<file path="src/rtl/fxadd_arb_pkg.sv">
// Shared types for the fixed-point adder arbiter: requester tag and Q4.4 clamp helper.
// The tag ID is sized for the largest supported NUM_REQ so one tag type serves every build.
package fxadd_arb_pkg;

  localparam int unsigned NUM_REQ_MAX = 8;
  localparam int unsigned ID_W        = $clog2(NUM_REQ_MAX);

  typedef struct packed {
    logic            vld;
    logic [ID_W-1:0] id;
  } fxadd_tag_t;

  // Clamp a 9-bit signed sum to the 8-bit signed range, kept sign-extended to 9 bits.
  function automatic logic [8:0] sat9to8(input logic [8:0] s);
    logic [8:0] r;
    r = s;
    if (s[8] != s[7]) begin
      r = {s[8], s[8], {7{~s[8]}}};
    end
    return r;
  endfunction

endpackage

</file>
<file path="src/rtl/rr_arbiter.sv">
// Combinational round-robin arbiter: search starts one past ptr_i and wraps; first request wins.
module rr_arbiter #(
  parameter int unsigned N   = 4,
  parameter int unsigned IdW = 2
) (
  input  logic [N-1:0]   req_i,
  input  logic [IdW-1:0] ptr_i,
  output logic [N-1:0]   gnt_o,
  output logic [IdW-1:0] idx_o,
  output logic           vld_o
);

  logic [31:0]  cand;
  logic [N-1:0] rot;

  always_comb begin
    gnt_o = '0;
    idx_o = '0;
    vld_o = 1'b0;
    cand  = '0;
    rot   = '0;
    for (int unsigned k = 1; k <= N; k++) begin
      cand = 32'(ptr_i) + k;
      if (cand >= N) begin
        cand = cand - N;
      end
      rot = req_i >> cand;
      if (!vld_o && rot[0]) begin
        vld_o = 1'b1;
        gnt_o = N'(1) << cand;
        idx_o = IdW'(cand);
      end
    end
  end

endmodule

</file>
<file path="src/rtl/fixed_point_adder_arbiter.sv">
// Shares one pipelined signed fixed-point adder among NUM_REQ requesters, round-robin.
// Define FXADD_ARB_SAT_EN to clamp results to the DATA_W signed range and add rsp_sat.
module fixed_point_adder_arbiter
  import fxadd_arb_pkg::*;
#(
  parameter int unsigned NUM_REQ  = 4,
  parameter int unsigned DATA_W   = 8,
  parameter int unsigned PIPE_LAT = 2
) (
  input  logic                        clk,
  input  logic                        rst,
  input  logic [NUM_REQ-1:0]          req_valid,
  output logic [NUM_REQ-1:0]          req_ready,
  input  logic [NUM_REQ*DATA_W-1:0]   req_a,
  input  logic [NUM_REQ*DATA_W-1:0]   req_b,
  output logic [DATA_W-1:0]           add_a,
  output logic [DATA_W-1:0]           add_b,
  input  logic [DATA_W:0]             add_sum,
  output logic [NUM_REQ-1:0]          rsp_valid,
  output logic [DATA_W:0]             rsp_sum,
  output logic                        busy
`ifdef FXADD_ARB_SAT_EN
  ,
  output logic                        rsp_sat
`endif
);

  logic [NUM_REQ-1:0] gnt;
  logic [ID_W-1:0]    gnt_idx;
  logic               gnt_vld;
  logic               xfer;

  logic [ID_W-1:0]    rr_ptr_q, rr_ptr_d;
  logic [DATA_W-1:0]  add_a_q, add_a_d;
  logic [DATA_W-1:0]  add_b_q, add_b_d;
  logic [NUM_REQ-1:0] rsp_valid_q, rsp_valid_d;
  logic [DATA_W:0]    rsp_sum_q, rsp_sum_d;
  logic [DATA_W:0]    sum_res;
  logic               tag_any;

  fxadd_tag_t tag_q [PIPE_LAT+1];
  fxadd_tag_t tag_d [PIPE_LAT+1];
  fxadd_tag_t tag_out;

`ifdef FXADD_ARB_SAT_EN
  logic rsp_sat_q, rsp_sat_d;
  logic sum_ovf;
`endif

  rr_arbiter #(
    .N   (NUM_REQ),
    .IdW (ID_W)
  ) u_rr_arbiter (
    .req_i (req_valid),
    .ptr_i (rr_ptr_q),
    .gnt_o (gnt),
    .idx_o (gnt_idx),
    .vld_o (gnt_vld)
  );

  // Grant, operand capture and tag shift.
  always_comb begin
    xfer      = gnt_vld & ~rst;
    req_ready = xfer ? gnt : '0;
    rr_ptr_d  = rr_ptr_q;
    add_a_d   = add_a_q;
    add_b_d   = add_b_q;
    if (xfer) begin
      rr_ptr_d = gnt_idx;
      add_a_d  = DATA_W'(req_a >> (DATA_W * 32'(gnt_idx)));
      add_b_d  = DATA_W'(req_b >> (DATA_W * 32'(gnt_idx)));
    end
    tag_d[0] = '{vld: xfer, id: gnt_idx};
    for (int unsigned k = 1; k <= PIPE_LAT; k++) begin
      tag_d[k] = tag_q[k-1];
    end
  end

  always_comb begin
    tag_any = 1'b0;
    for (int unsigned k = 0; k <= PIPE_LAT; k++) begin
      tag_any = tag_any | tag_q[k].vld;
    end
    tag_out = tag_q[PIPE_LAT];
  end

  // The tag leaving the last stage lines up with add_sum for the same operation.
  always_comb begin
`ifdef FXADD_ARB_SAT_EN
    sum_ovf   = add_sum[DATA_W] ^ add_sum[DATA_W-1];
    sum_res   = sum_ovf ? {add_sum[DATA_W], add_sum[DATA_W], {(DATA_W-1){~add_sum[DATA_W]}}}
                        : add_sum;
    rsp_sat_d = tag_out.vld & sum_ovf;
`else
    sum_res   = add_sum;
`endif
    rsp_valid_d = tag_out.vld ? (NUM_REQ'(1) << tag_out.id) : '0;
    rsp_sum_d   = tag_out.vld ? sum_res : rsp_sum_q;
  end

  always_ff @(posedge clk) begin
    if (rst) begin
      rr_ptr_q    <= ID_W'(NUM_REQ - 1);
      add_a_q     <= '0;
      add_b_q     <= '0;
      rsp_valid_q <= '0;
      rsp_sum_q   <= '0;
`ifdef FXADD_ARB_SAT_EN
      rsp_sat_q   <= 1'b0;
`endif
      for (int unsigned k = 0; k <= PIPE_LAT; k++) begin
        tag_q[k] <= '0;
      end
    end else begin
      rr_ptr_q    <= rr_ptr_d;
      add_a_q     <= add_a_d;
      add_b_q     <= add_b_d;
      rsp_valid_q <= rsp_valid_d;
      rsp_sum_q   <= rsp_sum_d;
`ifdef FXADD_ARB_SAT_EN
      rsp_sat_q   <= rsp_sat_d;
`endif
      for (int unsigned k = 0; k <= PIPE_LAT; k++) begin
        tag_q[k] <= tag_d[k];
      end
    end
  end

  assign add_a     = add_a_q;
  assign add_b     = add_b_q;
  assign rsp_valid = rsp_valid_q;
  assign rsp_sum   = rsp_sum_q;
  assign busy      = (|req_valid) | tag_any;
`ifdef FXADD_ARB_SAT_EN
  assign rsp_sat   = rsp_sat_q;
`endif

endmodule
</file>
<file path="config.mk">
export PLATFORM = sky130hd
export DESIGN_NAME = fixed_point_adder_arbiter
export DESIGN_NICKNAME = d
export VERILOG_FILES = /design/src/rtl/fxadd_arb_pkg.sv /design/src/rtl/rr_arbiter.sv /design/src/rtl/fixed_point_adder_arbiter.sv
export SDC_FILE = /design/constraint.sdc
export NUM_CORES = 1
export LEC_CHECK = 0
export CAP_MARGIN = 20
export CELL_PAD_IN_SITES_DETAIL_PLACEMENT = 1
export CELL_PAD_IN_SITES_GLOBAL_PLACEMENT = 1
export CORE_MARGIN = 3
export CORE_UTILIZATION = 34
export CTS_CLUSTER_DIAMETER = 150
export DETAILED_ROUTE_END_ITERATION = 10
export GPL_TIMING_DRIVEN = 0
export PLACE_DENSITY = 0.95
export SYNTH_ARGS = -nofsm -noshare
export SYNTH_HDL_FRONTEND = slang
export SYNTH_SLANG_ARGS = --single-unit
</file>
<file path="constraint.sdc">
create_clock -name clk -period 5.3 [get_ports clk]
set_input_delay 1.06 -clock clk [delete_from_list [all_inputs] [get_ports clk]]
set_output_delay 1.06 -clock clk [all_outputs]
set_load 0.1 [all_outputs]
</file>
; After elaboration in Yosys (flattened, before gate mapping)
; Memory sizes are Yosys's and may differ from the RTL's.
; Index checks and enable logic that the tools add are counted.
[totals]
ff_bits = 32
rom_bits = 0
wordCells = 69
n_memories = 1
ram_bits = 12
latch_bits = 0
input_bits = 79
[op_classes]
bitwise_logic = 9
eq_ne = 0
add_sub_neg = 8
mul = 0
n_mux = 23
n_div = 0
magnitude_cmp = 4
n_reduce_logical = 8
shift = 11
[memory_table]
columns = memory, depth, word_bits, rd, rd_clocked_by_memory_dff, wr, line_no
row1 = tag_q, 3, 4, 3, 0, 3, fixed_point_adder_arbiter.sv:41  ; fxadd_tag_t tag_q [PIPE_LAT+1];
[op_table]
columns = op, n
row1 = $ge A32 B3 Y1 const B, 4
row2 = $mux W32, 4
row3 = $shl A1 B32 Y4 const A, 4
row4 = $shr A4 B32 Y1, 4
row5 = $sub A32 B3 Y32 const B, 4
row6 = $shr A32 B6 Y8, 2
row7 = $mux W4, 8
row8 = $mux W3, 4
row9 = $add A3 B2 Y4 const B, 2
row10 = $mux W1, 7
row11 = $or A1 B1 Y1, 6
row12 = $add A3 B1 Y4 const B, 1
row13 = $add A3 B3 Y4 const B, 1
row14 = $reduce_or A4 Y1, 1
row15 = $shl A1 B3 Y4 const A, 1
row16 = $logic_and A1 B1 Y1, 3
row17 = $logic_not A1 Y1, 3
row18 = $not A1 Y1, 2
row19 = $reduce_or A2 Y1, 1
row20 = $and A1 B1 Y1, 1

; Longest topological paths before layout
; Gate-level depths: netlist of the first run.
[depth]
ltp_word = 16
depth_mapped = 13
mapped_depth_nobuf = 10

; By module
; From an unflattened synthesis of the first run, not the netlist that was laid out.
[unflattened]
hier_cells = 257
area_unflattened_um2 = 2511.2
[modules_own_cells]
columns = mod, seq_area_each_um2, n_inst, cells_per_inst, area_per_inst_um2
row1 = fixed_point_adder_arbiter, 880.8, 1, 174, 1869.3
row2 = rr_arbiter, 0.0, 1, 83, 641.9

; Worst setup path before layout of the first run
; Ideal clock, no wire load.
[synth_path]
path_type = input -> output
startpoint = in req_valid[1]
endpoint = out req_ready[0]
stages = 8
path_slack_ps = 309
arrival_time_ps = 3931
required_time_ps = 4240
path_cell_list = mux2_1 nand2_1 o31a_1 or2_2 clkbuf_1 nand3_1 a21o_1 a31oi_1
[synth_between]
elab_chain_cells = 13
word_cells_on_any_way = 20
classes_between = 4 x shift / 9 x mux / 1 x bitwise / 6 x reduce/logical
[synth_rtl]
columns = item, line_no
row1 = "start, declared", fixed_point_adder_arbiter.sv:12  ; input logic [NUM_REQ-1:0] req_valid,
row2 = $shr A4 B32 Y1, rr_arbiter.sv:27  ; rot = req_i >> cand;
row3 = $mux W1, rr_arbiter.sv:28  ; if (!vld_o && rot[0]) begin
row4 = $logic_not A1 Y1, rr_arbiter.sv:28
row5 = $logic_and A1 B1 Y1, rr_arbiter.sv:28
row6 = $mux W1, rr_arbiter.sv:28
row7 = $logic_not A1 Y1, rr_arbiter.sv:28
row8 = $logic_and A1 B1 Y1, rr_arbiter.sv:28
row9 = $mux W1, rr_arbiter.sv:28
row10 = $logic_not A1 Y1, rr_arbiter.sv:28
row11 = $logic_and A1 B1 Y1, rr_arbiter.sv:28
row12 = $mux W1, rr_arbiter.sv:28
row13 = $and A1 B1 Y1, fixed_point_adder_arbiter.sv:63  ; xfer = gnt_vld & ~rst;
row14 = $mux W4 (*), fixed_point_adder_arbiter.sv:64  ; req_ready = xfer ? gnt : '0;
row15 = "end, declared", fixed_point_adder_arbiter.sv:13  ; output logic [NUM_REQ-1:0] req_ready,
; Mark *: on every way between the ends. The rest lies on a longest branch, timed or not.

; Worst setup path in the final report of the first run
[layout_path]
startpoint = reg rr_ptr_q[1]
endpoint = out req_ready[3]
[layout_between]
elab_chain_cells = 16
word_cells_on_any_way = 40
classes_between = 8 x add/sub / 4 x order compare / 8 x shift / 13 x mux / 1 x bitwise / 6 x reduce/logical
[layout_rtl]
columns = item, line_no
row1 = "start, declared", fixed_point_adder_arbiter.sv:33  ; logic [ID_W-1:0] rr_ptr_q, rr_ptr_d;
row2 = "start signal, assigned", fixed_point_adder_arbiter.sv:103  ; rr_ptr_q <= ID_W'(NUM_REQ - 1);
row3 = "start signal, assigned", fixed_point_adder_arbiter.sv:115  ; rr_ptr_q <= rr_ptr_d;
row4 = $add A3 B1 Y4, rr_arbiter.sv:23  ; cand = 32'(ptr_i) + k;
row5 = $sub A32 B3 Y32 or $ge A32 B3 Y1 (tied branches), "rr_arbiter.sv:25, rr_arbiter.sv:24"
row6 = $mux W32, rr_arbiter.sv:24  ; if (cand >= N) begin
row7 = $shr A4 B32 Y1, rr_arbiter.sv:27
row8 = $mux W1, rr_arbiter.sv:28
row9 = $logic_not A1 Y1, rr_arbiter.sv:28
row10 = $logic_and A1 B1 Y1, rr_arbiter.sv:28
row11 = $mux W1, rr_arbiter.sv:28
row12 = $logic_not A1 Y1, rr_arbiter.sv:28
row13 = $logic_and A1 B1 Y1, rr_arbiter.sv:28
row14 = $mux W1, rr_arbiter.sv:28
row15 = $logic_not A1 Y1, rr_arbiter.sv:28
row16 = $logic_and A1 B1 Y1, rr_arbiter.sv:28
row17 = $mux W1, rr_arbiter.sv:28
row18 = $and A1 B1 Y1, fixed_point_adder_arbiter.sv:63
row19 = $mux W4 (*), fixed_point_adder_arbiter.sv:64
; Marked as above.

==> results of run 1 <==
-- power by group --
part	total (mW)	internal, mW	switching (mW)	leakage (nW)
clock network	0.268	0.142	0.126	0.0548
logic	1.82	0.647	1.18	1.25
registers	0.462	0.407	0.0547	0.362
total	2.55	1.20	1.36	1.67
-- area by class of cell --
class | instances | area [um2]
sequential | 44 | 881
inverter | 23 | 91.3
multi-input combinational | 225 | 1690
fill | 921 | 3710
clock buffer | 5 | 68.8
tap | 102 | 128
buffer | 21 | 131
clock inverter | 3 | 46.3
timing repair buffer | 112 | 1100
-- per-layer routing --
metal	vias to the layer above	global-route usage, %	part of all wire, %
li1	1364	-	-
met1	1301	21.2	42
met2	86	33.7	51
met3	12	4.47	5.1
met4	0	4.21	1.3
met5	-	0	0
-- worst max-delay path by stage --
stage / start / depth (start not counted) / slack [ns] / end
final: rr_ptr_q[1] / 10 / 0.47 / req_ready[3]
after global routing: rr_ptr_q[1] / 10 / 0.25 / req_ready[2]
after CTS: rr_ptr_q[1] / 10 / 0.11 / req_ready[3]
after detailed placement: req_valid[0] / 10 / -0.16 / req_ready[3]
after global placement: req_valid[0] / 10 / -0.04 / req_ready[1]
after floorplan: req_valid[1] / 8 / 0.31 / req_ready[0]
-- layout by cell type (no fill, tap or decap), types with 2 or more instances in the layout --
cell type                           n
sky130_fd_sc_hd__o211ai_2          11
sky130_fd_sc_hd__a211o_1            2
sky130_fd_sc_hd__o21ai_0            2
sky130_fd_sc_hd__a21o_1             4
sky130_fd_sc_hd__nor2_2             2
sky130_fd_sc_hd__buf_6              3
sky130_fd_sc_hd__nand4_1            4
sky130_fd_sc_hd__a21oi_1            2
sky130_fd_sc_hd__or2_4              2
sky130_fd_sc_hd__clkbuf_1          11
sky130_fd_sc_hd__clkbuf_8           5
sky130_fd_sc_hd__o21ai_1           14
sky130_fd_sc_hd__nor2b_1            9
sky130_fd_sc_hd__nor2_1            14
sky130_fd_sc_hd__mux2i_1           29
sky130_fd_sc_hd__buf_2              2
sky130_fd_sc_hd__and4_1            16
sky130_fd_sc_hd__and2_1             4
sky130_fd_sc_hd__buf_4              3
sky130_fd_sc_hd__dfxtp_1           44
sky130_fd_sc_hd__ha_1              14
sky130_fd_sc_hd__clkdlybuf4s50_1  108
sky130_fd_sc_hd__nand3_1            4
sky130_fd_sc_hd__nand2_1           33
sky130_fd_sc_hd__inv_1             22
sky130_fd_sc_hd__o211ai_1           7
sky130_fd_sc_hd__nor3_1             4
sky130_fd_sc_hd__mux2_2             2
sky130_fd_sc_hd__clkbuf_2           4
sky130_fd_sc_hd__a31oi_1           21
-- sequential cells by signal, indices dropped and copies added (netlist names) --
signal and flops:
add_a 8, add_b 8, rr_ptr_q 3, rsp_sum 9, rsp_valid 4, tag_q 12
-- critical path, delay by kind of cell (launching register included) --
family                   cells  cell delay (ns)
buffers and inverters        3             0.98
flip-flops                   1             0.64
AND/OR/NAND/NOR              2             0.67
AO/OA/AOI/OAI                4             0.81
adder cells (fa/ha/maj)      1             0.35
-- metrics by stage --
step           hold slack, ns  setup TNS, ns  setup WS, ns
5_1_grt                 0.460              0         0.249
4_1_cts                 0.458              0         0.108
3_3_place_gp            0.421         -0.138       -0.0449
2_1_floorplan           0.414              0         0.309
6_report                0.456              0         0.470
3_5_place_dp            0.432         -0.509        -0.156
-- cell families (layout without fill, tap and decap cells) --
kind of cell | Yosys count | in the layout | synth area share [%]
simple gates | 103 | 103 | 21.1
compound gates | 72 | 72 | 19.9
flops | 44 | 44 | 31.5
buf+inv | 44 | 164 | 7.97
mux | 33 | 33 | 12.5
fa+ha+maj | 14 | 14 | 6.27
xor+xnor | 2 | 2 | 0.627
other cells | 1 | 1 | 0.134
-- what timing repair did --
item                                   CTS  global route
setup endpoints to repair                4             4
gates resized for setup                  4            12
hold buffers                             0             0
gates cloned                             0             0
endpoints found under the hold margin    0             0
pin swaps                                0             0
setup buffers                            0             0
==> impl_metrics.tcl, run 1 <==
set metrics [dict create \
    finalInstanceArea_um2 4140 \
    fin_crit_ns 4.83 \
    global_route.usage.total_pct 18.3 \
    end_of_flow_core_utilization_pct 52.7 \
    h-tree-depth 2 \
    cts_tree "built" \
    worst_hold_path.endpoint "tag_q[0][8]" \
    critical-path-max-stage-delay_ns 0.64 \
    synth.top_cell.area_share_pct 31.5 \
    worstReg2RegEnd "add_b[6]" \
    synth.distinct_cells 55 \
    hold_depth 1 \
    worst-r2r-setup-slack_ns 1.91 \
    synthesis.area_um2 2800 \
    hp-class "reg2reg" \
    rsz0062_at_grt "no" \
    fp.dieH_um 96.7 \
    ys_seq_elements 44 \
    setup-violations-final 0 \
    instances_no_fill 535 \
    drc 0 \
    p_leak_nw 1.67 \
    firstDrtPassIters 4 \
    avgViaCountPerCell 5.16 \
    seq_area_frac_synth_pct 31.5 \
    globalRouteOverflowTotal 0 \
    clock_sink_count 44 \
    dieWidth_um 96.7 \
    setup.worst_path.start_class "register" \
    drtAntennaViolNets 0 \
    timing.hold.worst.start "tag_q[0][4]" \
    vdd.ir_drop.worst_v 0.000260 \
    number_of_nets_at_the_end_of_the_flow 525 \
    post_route_skew_ns 0.00988 \
    ys.warnings.count 0 \
    async_reset_ff_share_pct 0 \
    final-hold-violation-count 0 \
    grt_start_max_net_pins 16 \
    synth_area_leader_cell "sky130_fd_sc_hd__dfxtp_1" \
    grt_pass1_vias 2905 \
    dp.cells 527 \
    endpoint_kind "primary output" \
    wirelength_um 8810 \
    wp_data_arrival_ns 3.77 \
    design.core.area_um2 7850 \
    iteration_0_drc_markers 96 \
    synth.area.top_cells "sky130_fd_sc_hd__dfxtp_1, sky130_fd_sc_hd__mux2i_1, sky130_fd_sc_hd__ha_1" \
    crit_path_max_fanout 12 \
    yosysMostFrequentCell "sky130_fd_sc_hd__dfxtp_1" \
    maxClockFrequency_mhz 207 \
    slowest_stage "sky130_fd_sc_hd__dfxtp_1" \
    placed_area_um2 4040 \
    synthFlopType "sky130_fd_sc_hd__dfxtp_1" \
    powerDensity_nw_per_um2 616 \
    synthesis.nets 406 \
    critical_path.cell_chain "inv_1 > ha_1 > buf_4 > or3b_1 > o211ai_1 > o21ai_2 > o2111a_1 > or2_4 > a31oi_1 > clkbuf_2" \
    netlist_instances 313 \
    wire_per_inst_um 16.5 \
    maxCapViolations 0 \
    die_area_um2 9350 \
    final_min_period_over_clock_period_pct 91.1 \
    cp.required_ns 4.24 \
    port-buffer-count 112 \
    clkTransAtPathRegs_ns 0.09 \
    launch_point_of_the_worst_reg_to_reg_path "rr_ptr_q[1]" \
    place_hpwl_um 7120 \
    worstMarginPinSlew_ns 1.00 \
    pwr_total_mw 2.55 \
    synth_enable_flop_cells 0 \
    share_of_cells_above_drive_strength_1_pct 10.6 \
    area_growth_syn_to_layout_pct 48.1 \
    run_status "finished, final reports clean" \
    antenna_found_initial 0 \
    worst-setup-path-type "reg2out" \
    routed-via-count 2763 \
    fp-row-count 32 \
    maxSlewViolCount 0 \
    cts-root-buf "sky130_fd_sc_hd__clkbuf_8" \
    synthesis.area_per_instance_um2 8.93 \
    num_cts_buffers 5 \
    antenna-diode-count 0 \
    r2r.worst_path.cells 11 \
    floorplan.io_pins 113 \
    grt_pass1_wl_um 14300 \
    maxSlewHeadroom_pct 32.8 \
    commonest_cells_in_the_synthesized_netlist "sky130_fd_sc_hd__dfxtp_1, sky130_fd_sc_hd__nand2_1, sky130_fd_sc_hd__mux2i_1, sky130_fd_sc_hd__inv_1, sky130_fd_sc_hd__a31oi_1" \
    initial_core_utilization_pct 35.6 \
    globalplace.congestion 0.916 \
    max-clock-path-buffers 2 \
    worstSkewPairLatency_ns 0.30 \
]
(Power assumes the default switching activity.)
==> run 2, diff against run 1 <==
==> constraint.sdc (replaced) <==
create_clock -name clk -period 6.1 [get_ports clk]
set_input_delay 1.22 -clock clk [delete_from_list [all_inputs] [get_ports clk]]
set_output_delay 1.22 -clock clk [all_outputs]
set_load 0.1 [all_outputs]
==> run 2 against run 1 <==
Against the previous run:
- setup slack worse by 0.15 ns
- register-to-register slack improved by 0.79 ns
- flip-flop and latch count unchanged
- cell area up 0.48%
- first-iteration DRC count is 4.2% higher
- via count decreased by 0.40%
- global-route usage hardly changed
- sequential power is 13% lower
==> impl_metrics.tcl, run 2 (synthesized netlist as in run 1, its figures left out) <==
set metrics [dict create \
    grt_pass1_wl_um 14300 \
    maxClockFrequency_mhz 173 \
    globalRouteOverflowTotal 0 \
    rsz0062_at_grt "no" \
    final_min_period_over_clock_period_pct 94.8 \
    maxCapViolations 0 \
    worstMarginPinSlew_ns 1.01 \
    antenna-diode-count 0 \
    path_delay_family "buffers and inverters" \
    critPathBufInv 3 \
    wirelength_um 8780 \
    run_status "finished, final reports clean" \
    global_route.usage.total_pct 18.3 \
    fin_crit_ns 5.78 \
    drc 0 \
    post_cts_setup_buffer_count 0 \
    nFillCells 918 \
    post_route_skew_ns 0.00956 \
    floorplan.io_pins 113 \
    final-hold-violation-count 0 \
    ctsResizeCount 0 \
    iteration_0_drc_markers 100 \
    worst-r2r-setup-slack_ns 2.70 \
    area_growth_syn_to_layout_pct 48.8 \
    worst-setup-path-type "in2out" \
    fp.dieH_um 96.7 \
    final_cell_mix "sky130_fd_sc_hd__clkdlybuf4s50_1, sky130_fd_sc_hd__dfxtp_1, sky130_fd_sc_hd__nand2_1" \
    clkTransAtPathRegs_ns 0.09 \
    hp-class "reg2reg" \
    endpoint_kind "primary output" \
    cp.required_ns 4.88 \
    avgViaCountPerCell 5.14 \
    setup.worst_path.start_class "input port" \
    vdd.ir_drop.worst_v 0.000228 \
    total_negative_setup_slacks_ns 0 \
    drtAntennaViolNets 0 \
    p_leak_nw 1.66 \
    wp_data_arrival_ns 4.56 \
    clock_sink_count 44 \
    maxSlewViolCount 0 \
    cts-root-buf "sky130_fd_sc_hd__clkbuf_8" \
    design.core.area_um2 7850 \
    grt_pass1_vias 2905 \
    globalplace.congestion 0.916 \
    die_area_um2 9350 \
    critical-path-max-stage-delay_ns 1.17 \
    firstDrtPassIters 4 \
    fp-row-count 32 \
    critical_path.cell_chain "clkdlybuf4s50_1 > mux2_1 > nand2_1 > o31a_1 > or2_2 > clkbuf_1 > nand3_1 > a21o_1 > a31oi_1 > clkdlybuf4s50_1" \
    grt_start_max_net_pins 16 \
    mostFrequentLayoutCell "sky130_fd_sc_hd__clkdlybuf4s50_1" \
    wire_per_inst_um 16.4 \
    place_hpwl_um 7120 \
    slowest_stage "sky130_fd_sc_hd__clkdlybuf4s50_1" \
    antenna_found_initial 0 \
    maxSlewHeadroom_pct 32.8 \
    dieWidth_um 96.7 \
    share_of_cells_above_drive_strength_1_pct 9.70 \
    cts_hold_buf 0 \
    critical-path-top-cell-by-count "sky130_fd_sc_hd__clkdlybuf4s50_1" \
    h-tree-depth 2 \
    cts_tree "built" \
    end_of_flow_core_utilization_pct 53.0 \
    crit_path_max_fanout 8 \
    num_cts_buffers 5 \
    number_of_flip_flops_under_the_largest_register_name 12 \
    setup-violations-final 0 \
    port-buffer-count 112 \
    routed-via-count 2752 \
    powerDensity_nw_per_um2 536 \
    number_of_nets_at_the_end_of_the_flow 525 \
    max-clock-path-buffers 2 \
    worstSkewPairLatency_ns 0.30 \
    top_register "tag_q" \
    initial_core_utilization_pct 35.6 \
]
## run 2: cell type report
cell class | instances | area (um2) | share of cell area (%)
tap | 102 | 128 | 3.07
inverter | 23 | 91.3 | 2.20
clock buffer | 5 | 68.8 | 1.65
clock inverter | 3 | 46.3 | 1.11
sequential | 44 | 881 | 21.2
multi-input combinational | 225 | 1690 | 40.7
buffer | 21 | 131 | 3.16
timing repair buffer | 112 | 1120 | 27.0
## run 2: metrics by stage
stage | worst slack (ns) | hold WS, ns | cell area, um2 | total power, mW | std cells
2_1_floorplan | 0.789 | 0.414 | 2800 | 1.63 | 313
3_3_place_gp | 0.435 | 0.421 | 4040 | 1.95 | 527
3_5_place_dp | 0.324 | 0.432 | 4040 | 2.01 | 527
4_1_cts | 0.318 | 0.458 | 4160 | 2.24 | 535
5_1_grt | 0.117 | 0.460 | 4160 | 2.37 | 535
6_report | 0.318 | 0.456 | 4160 | 2.23 | 535
## run 2: worst paths after layout
check	end	start	depth (start not counted)
worst max-delay path	req_ready[3]	req_valid[0]	10
worst min-delay path	tag_q[0][8]	tag_q[0][4]	1
worst max register to register	add_b[6]	rr_ptr_q[1]	11
worst min register to register	tag_q[0][8]	tag_q[0][4]	1
## run 2: worst register-to-register path: stages (launching register included)
cell                       delay (ns)
sky130_fd_sc_hd__dfxtp_1         0.64
sky130_fd_sc_hd__inv_1           0.31
sky130_fd_sc_hd__ha_1            0.35
sky130_fd_sc_hd__buf_4           0.18
sky130_fd_sc_hd__or3b_1          0.37
sky130_fd_sc_hd__o211ai_1        0.18
sky130_fd_sc_hd__o21ai_2         0.18
sky130_fd_sc_hd__o2111a_1        0.25
sky130_fd_sc_hd__nor4_4          0.46
sky130_fd_sc_hd__buf_4           0.24
sky130_fd_sc_hd__o21ai_1         0.10
sky130_fd_sc_hd__o211ai_2        0.07
## run 2: metal layers
metal / vias to the layer above / wire length [um] / track usage, %
li1: 1364 / - / -
met1: 1296 / 3660 / 21.2
met2: 83 / 4540 / 33.7
met3: 9 / 485 / 4.47
met4: 0 / 103 / 4.21
met5: - / 0 / 0
## run 2: report_power, final
part           internal, mW  switching (mW)  total, mW  leakage [nW]
logic                 0.575            1.02       1.60          1.25
clock network         0.123           0.108      0.232        0.0548
registers             0.354          0.0474      0.401         0.362
total                  1.05            1.18       2.23          1.66
